==> src/rtl/ext_unit_pipe.sv <==
`default_nettype none
// ============================================================================
// Module      : ext_unit_pipe
// Description : Pipelined immediate / load-data extension unit. Stage 0 is
//               combinational (sign/zero/LUI immediate extension and
//               byte/halfword load extraction). Its result is captured into a
//               STAGES-deep valid/stall/flush pipeline. The unit flags
//               illegal modes and misaligned halfwords, and keeps a
//               saturating count of flagged results.
// Revision    : 1.0 - initial release
// ============================================================================
module ext_unit_pipe #(
  parameter int IMM_W  = 16,
  parameter int DATA_W = 32,
  parameter int STAGES = 2,
  parameter int ERRC_W = 8
) (
  input  logic                          clk,
  input  logic                          rst,
  input  logic                          in_valid,
  output logic                          in_ready,
  input  logic [2:0]                    mode,
  input  logic [IMM_W-1:0]              imm,
  input  logic [DATA_W-1:0]             src_data,
  input  logic [$clog2(DATA_W/8)-1:0]   byte_off,
  input  logic                          stall,
  input  logic                          flush,
  output logic                          out_valid,
  output logic [DATA_W-1:0]             out_data,
  output logic                          out_err,
  output logic [ERRC_W-1:0]             err_cnt
);

  localparam int c_off_w = $clog2(DATA_W/8);
  localparam int c_last  = STAGES - 1;

  localparam logic [2:0] c_mode_sext = 3'd0;
  localparam logic [2:0] c_mode_zext = 3'd1;
  localparam logic [2:0] c_mode_lui  = 3'd2;
  localparam logic [2:0] c_mode_lb   = 3'd3;
  localparam logic [2:0] c_mode_lbu  = 3'd4;
  localparam logic [2:0] c_mode_lh   = 3'd5;
  localparam logic [2:0] c_mode_lhu  = 3'd6;

  // Stage-0 operand selection: the addressed byte and the addressed halfword.
  // The halfword index ignores byte_off[0]; misalignment is flagged separately.
  logic [7:0]        w_byte;
  logic [15:0]       w_half;
  logic [DATA_W-1:0] w_data;
  logic              w_err;

  assign w_byte = src_data[{byte_off, 3'b000} +: 8];
  assign w_half = src_data[{byte_off[c_off_w-1:1], 4'b0000} +: 16];

  // Pipeline stage state; index 0 is the first register stage, c_last feeds out_*.
  logic              valid_q [STAGES];
  logic              valid_d [STAGES];
  logic [DATA_W-1:0] data_q  [STAGES];
  logic [DATA_W-1:0] data_d  [STAGES];
  logic              err_q   [STAGES];
  logic              err_d   [STAGES];
  logic [ERRC_W-1:0] err_cnt_q;
  logic [ERRC_W-1:0] err_cnt_d;

  // Stage-0 extension function; illegal combinations return zero data with err set.
  always_comb begin
    w_data = '0;
    w_err  = 1'b0;
    case (mode)
      c_mode_sext: w_data = {{(DATA_W-IMM_W){imm[IMM_W-1]}}, imm};
      c_mode_zext: w_data = {{(DATA_W-IMM_W){1'b0}}, imm};
      c_mode_lui:  w_data = {imm, {(DATA_W-IMM_W){1'b0}}};
      c_mode_lb:   w_data = {{(DATA_W-8){w_byte[7]}}, w_byte};
      c_mode_lbu:  w_data = {{(DATA_W-8){1'b0}}, w_byte};
      c_mode_lh: begin
        if (byte_off[0]) begin
          w_err = 1'b1;
        end else begin
          w_data = {{(DATA_W-16){w_half[15]}}, w_half};
        end
      end
      c_mode_lhu: begin
        if (byte_off[0]) begin
          w_err = 1'b1;
        end else begin
          w_data = {{(DATA_W-16){1'b0}}, w_half};
        end
      end
      default: w_err = 1'b1;
    endcase
  end

  // Next-state of the pipeline: flush kills all valids (and wins over stall),
  // stall holds everything, otherwise every stage shifts forward by one.
  always_comb begin
    for (int s = 0; s < STAGES; s++) begin
      valid_d[s] = valid_q[s];
      data_d[s]  = data_q[s];
      err_d[s]   = err_q[s];
    end
    if (flush) begin
      for (int s = 0; s < STAGES; s++) begin
        valid_d[s] = 1'b0;
      end
    end else if (!stall) begin
      valid_d[0] = in_valid;
      data_d[0]  = w_data;
      err_d[0]   = w_err;
      for (int s = 1; s < STAGES; s++) begin
        valid_d[s] = valid_q[s-1];
        data_d[s]  = data_q[s-1];
        err_d[s]   = err_q[s-1];
      end
    end
  end

  // Error counter advances only when a flagged result leaves the last stage,
  // so a result held by stall is counted once; it saturates at all-ones.
  always_comb begin
    err_cnt_d = err_cnt_q;
    if (valid_q[c_last] && err_q[c_last] && !stall && !(&err_cnt_q)) begin
      err_cnt_d = err_cnt_q + 1'b1;
    end
  end

  // State registers with asynchronous reset; reset discards all in-flight entries.
  always_ff @(posedge clk or posedge rst) begin
    if (rst) begin
      for (int s = 0; s < STAGES; s++) begin
        valid_q[s] <= 1'b0;
        data_q[s]  <= '0;
        err_q[s]   <= 1'b0;
      end
      err_cnt_q <= '0;
    end else begin
      for (int s = 0; s < STAGES; s++) begin
        valid_q[s] <= valid_d[s];
        data_q[s]  <= data_d[s];
        err_q[s]   <= err_d[s];
      end
      err_cnt_q <= err_cnt_d;
    end
  end

  // Output data and error are qualified by valid so stale contents never leak.
  assign in_ready  = ~stall;
  assign out_valid = valid_q[c_last];
  assign out_data  = valid_q[c_last] ? data_q[c_last] : '0;
  assign out_err   = valid_q[c_last] & err_q[c_last];
  assign err_cnt   = err_cnt_q;

endmodule
`default_nettype wire

==> config.mk <==
export PLATFORM = sky130hd
export DESIGN_NAME = ext_unit_pipe
export DESIGN_NICKNAME = d
export VERILOG_FILES = /design/src/rtl/ext_unit_pipe.sv
export SDC_FILE = /design/constraint.sdc
export NUM_CORES = 1
export LEC_CHECK = 0
export CAP_MARGIN = 0
export CORE_MARGIN = 4
export CORE_UTILIZATION = 48
export CTS_CLUSTER_DIAMETER = 30
export DETAILED_ROUTE_END_ITERATION = 12
export PLACE_DENSITY = 0.79
export SLEW_MARGIN = 20
export SYNTH_ARGS = -nofsm -noshare
export SYNTH_HDL_FRONTEND = slang
export SYNTH_SLANG_ARGS = --single-unit
==> constraint.sdc <==
create_clock -name clk -period 3 [get_ports clk]
set_input_delay 0.3 -clock clk [delete_from_list [all_inputs] [get_ports clk]]
set_output_delay 0.3 -clock clk [all_outputs]
set_load 0.01 [all_outputs]
After elaboration in Yosys (flattened, before gate mapping):

Index checks and enable logic that the tools add are counted.

* muxes and demuxes: 8
* $add $sub $neg: 1
* equality and inequality tests: 7
* reductions and logical operators: 10
* shifts and indexed selects: 2
* bitwise gates (word level): 3

Operators by type and width (count)
* case mux 32 bit (7 select lines): 1
* 2-to-1 mux 32 bit: 2
* variable part select 32 x 6 -> 16 bit: 1
* variable part select 32 x 6 -> 8 bit: 1
* 2-to-1 mux 16 bit: 1
* equality test 3 bit (second input constant): 3
* adder 8 x 1 -> 8 bit (second input constant): 1
* AND reduction 8 bit: 1
* equality test 3 x 2 -> 1 bit (second input constant): 2
* OR reduction 5 bit: 1
* 2-to-1 mux 2 bit: 2
* equality test 3 x 1 -> 1 bit (second input constant): 1
* logical AND 1 bit: 3
* logical NOT 3 bit: 1
* logical NOT 1 bit: 2
* != test 2 x 1 -> 1 bit (second input constant): 1
* inverter 1 bit: 2
* case mux 1 bit (2 select lines): 1
* AND reduction 2 bit: 1
* OR reduction 2 bit: 1
* bitwise AND 1 bit: 1
* 2-to-1 mux 1 bit: 1

* input bits: 58
* output and inout bits: 43
* flip-flop bits (word level): 76
* word-level logic and storage cells: 38

Logic depth before layout (Yosys ltp):

* word-level depth: 3
* mapped depth: 7
* depth with buffers taken out: 4

Least setup slack after synthesis:

OpenSTA, ideal clock, no wires.

* path type: input to register
* start point: input port byte_off[1]
* end point: register data_q[48] (netlist bit)
* library setup time: 0.126 ns
* path buffers: 2
* arrival time: 1.525 ns
* setup slack: 1.349 ns
* data required time: 2.874 ns
* stages: 6
* cells stage by stage: buf_6 mux4_2 nand4b_2 o31ai_2 buf_6 a221o_1

* word-level cells in the longest chain between the ends: 3
* elaborated cells on any way between the ends: 4
* those cells by class: 2 x shift; 2 x mux

RTL lines
* start, declared: line 25 `input logic [$clog2(DATA_W/8)-1:0] byte_off,`
* variable part select 32 x 6 -> 16 bit: line 53 `assign w_half = src_data[{byte_off[c_off_w-1:1], 4'b0000} +: 16];`
* 2-to-1 mux 32 bit: line 76 `if (byte_off[0]) begin`
* case mux 32 bit (7 select lines) *: line 69 `case (mode)`
* end signal, assigned by index: line 138 `data_q[s] <= data_d[s];`
* end, declared: line 58 `logic [DATA_W-1:0] data_q [STAGES];`

Every way passes the cells marked *; elsewhere a longest branch is shown, timed or not.
A chain may end at the register's enable or synchronous reset.

Worst setup path after layout:

* start point: register valid_q, in the netlist out_valid
* end point: output port out_data[6]

* word-level cells in the longest chain between the ends: 1

RTL lines
* start, declared: line 56 `logic valid_q [STAGES];`
* start signal, assigned by index: line 137 `valid_q[s] <= valid_d[s];`
* 2-to-1 mux 32 bit: line 148 `assign out_data = valid_q[c_last] ? data_q[c_last] : '0;`
* end, declared: line 29 `output logic [DATA_W-1:0] out_data,`

Every way passes these cells.

==> flow_metrics.tcl <==
set metrics [dict create \
    worst_slack_ps 705.6 \
    seqPwrFrac_pct 52.7 \
    route.detailed.drc 0 \
    worstHoldStart "data_q[17]$_DFFE_PP0P_" \
    worst-r2r-cell-count 3 \
    via_per_inst 5.408 \
    fin_util_pct 67.22 \
    setup_violations 0 \
    final-max-slew-violation-count 0 \
    ys.flop_type "dfrtp_1" \
    place_ws_ps 669.9 \
    place_hpwl_mm 6.888 \
    first_pass_iters 5 \
    grtUsageTotal_pct 21.16 \
    fill_cells 597 \
    hold_path_class "reg2reg" \
    cts.repair.resized 0 \
    yosysWarnings 0 \
    cts_root_buffer "clkbuf_8" \
    hold-path-cell-count 2 \
    clk_latency_ps 340 \
    rsz0062_at_grt "false" \
    h-tree-depth 3 \
    cts.path.max_buffers 2 \
    grt_pass1_vias 2946 \
    power_density_nw_per_um2 473.9 \
    finalCriticalPeriod_ps 2294 \
    cts.sinks 76 \
    worst_pin_slew_ps 906.2 \
    worstPathArrival_ps 1990 \
    cts_buffers 9 \
    final_cell_mix "nand2_1, clkdlybuf4s50_1, dfrtp_1" \
    ys_ff_latch 76 \
    internal_power_mw 1.731 \
    crit_start "out_valid$_DFFE_PP0P_" \
    yosysUniqueCellTypes 41 \
    synth_area_um2 3710 \
    gp_congestion 1.004 \
    synth_nets 444 \
    ir_drop_mv 0.2572 \
    detail-route-antenna-nets 0 \
    status "finished clean" \
    ioPinCount 101 \
    drt_iter0_markers 178 \
    yosys.area.top_type "dfrtp_1" \
    worst_setup_path_start_kind "register" \
    die_y_um 95.92 \
    final_nets 537 \
    antenna_found_initial 0 \
    cap_viol_max_count 0 \
    worstSetupPathType "reg2out" \
    chipWidth_um 95.92 \
    postSynthCellCount 385 \
    final_common_cell "nand2_1" \
    coreArea_um2 7370 \
    fin_tns_setup_ps 0 \
    drive_gt1_share_pct 7.261 \
    grt_pass1_wl_mm 14.67 \
    wirelength_mm 9.119 \
    worstHoldEndpoint "data_q[17]$_DFFE_PP0P_" \
    cts_tree "done" \
    vias 3142 \
    die_area_um2 9200 \
    wire_per_inst_um 15.70 \
    fin_crit_sh_pct 76.48 \
    netSwitchingFraction_pct 26.25 \
    p_clk_share_pct 30.9 \
    reg2reg_setup_slack_ps 1050 \
    ys_seq_area_share_pct 51.26 \
    synth_top_area_share_pct 51.26 \
    whs_ps 463.9 \
    postSynthAreaPerCell_um2 9.636 \
    p_comb_share_pct 16.3 \
    grt_max_degree 77 \
    clk_pin_slew_ps 70 \
    r2r_end "err_cnt[1]$_DFFE_PP0P_" \
    slew_headroom_pct 39.59 \
    hold_viol 0 \
    cts_hold_buf 0 \
    overflow 0 \
    cp.required_ps 2700 \
    p_total_mw 2.348 \
    cp_max_fo 36 \
    diodes 0 \
    area_delta_synth_final_pct 33.52 \
    rows 31 \
    synth_enable_flop_cells 0 \
    r2r_start "out_valid$_DFFE_PP0P_" \
    async_flop_share_pct 100.0 \
    fmax_mhz 435.8 \
    crit_path_end_kind "output port" \
    portBuffers 100 \
    clock_skew_ps 3.682 \
    yosys-top-cells-area "dfrtp_1, nand2_1, and2_1" \
    start_util_pct 50.34 \
    switching_power_mw 0.6162 \
    power_leakage_nw 2.289 \
    cts_setup_buffers 0 \
]
-- layer usage --
metal / routed length, um / track usage (%)
met5: 0 / 0
met4: 140 / 7.583
met3: 628 / 4.926
met2: 4320 / 33.06
met1: 4029 / 28.94
-- worst max-delay path by stage --
stage | cells past startpoint | to | slack [ps]
2_1_floorplan | 1 | data_q[0]$_DFFE_PP0P_ | 760
3_3_place_gp | 6 | data_q[62]$_DFFE_PP0P_ | 740
6_report | 2 | out_data[6] | 710
5_1_grt | 2 | out_data[3] | 480
3_5_place_dp | 7 | data_q[60]$_DFFE_PP0P_ | 670
4_1_cts | 2 | out_data[10] | 600
-- cell usage after synthesis (all sizes together) (2+ instances only) --
master   count
nand2      123
nor3b        2
nor3        10
mux2i       15
a22oi        3
nor2         5
buf         14
o221ai       7
mux2         5
a221o       15
nand3        4
o21ai        3
o211ai       8
dfrtp       76
nand4        3
a21oi       18
xnor2        7
clkbuf      12
and2        34
nand4b       2
inv          2
and3         2
nand4bb      2
-- through the flow --
step           cells  cell area (um2)
2_1_floorplan    385             3710
3_3_place_gp     566             4772
3_5_place_dp     566             4772
4_1_cts          581             4954
5_1_grt          581             4954
6_report         581             4954
-- cell type report --
class                      instances  area [um2]  area share (%)
clock inverter                     5       53.80           1.086
clock buffer                      10       127.6           2.576
multi-input combinational        281        1678           33.87
timing repair buffer             108        1061           21.42
inverter                           2       7.507          0.1516
tap                               99       123.9           2.501
sequential                        76        1902           38.39
-- worst max-delay path, cell delays in order (launching register included) --
cell	delay, ps
dfrtp_1	870
and2_1	240
clkdlybuf4s50_1	540
-- registers in the layout, indices dropped and copies added, names as in the netlist --
| register | flops |
|---|---|
| data_q | 64 |
| err_cnt | 8 |
| err_q | 2 |
| out_valid | 1 |
| valid_q | 1 |
-- kinds of logic after synthesis --
group                      share of synthesized area, %
AOI/OAI and AO/OA                                 11.77
muxes                                             6.172
buffers and inverters                             3.507
adders and majority gates                        0.6070
and+or+nand+nor                                   24.79
DFF                                               51.26
xor gates and xnor gates                          1.889
-- power by group through the flow --
stage               Sequential [mW]  Clock [mW]  Combinational (mW)
CTS                            1.24       0.738               0.387
detailed placement             1.26           0               0.384
global route                   1.25       0.791               0.430
global placement               1.25           0               0.373
floorplan                      1.23           0               0.228
finish                         1.24       0.726               0.384
Note: power is estimated with default switching activity, not from simulation.
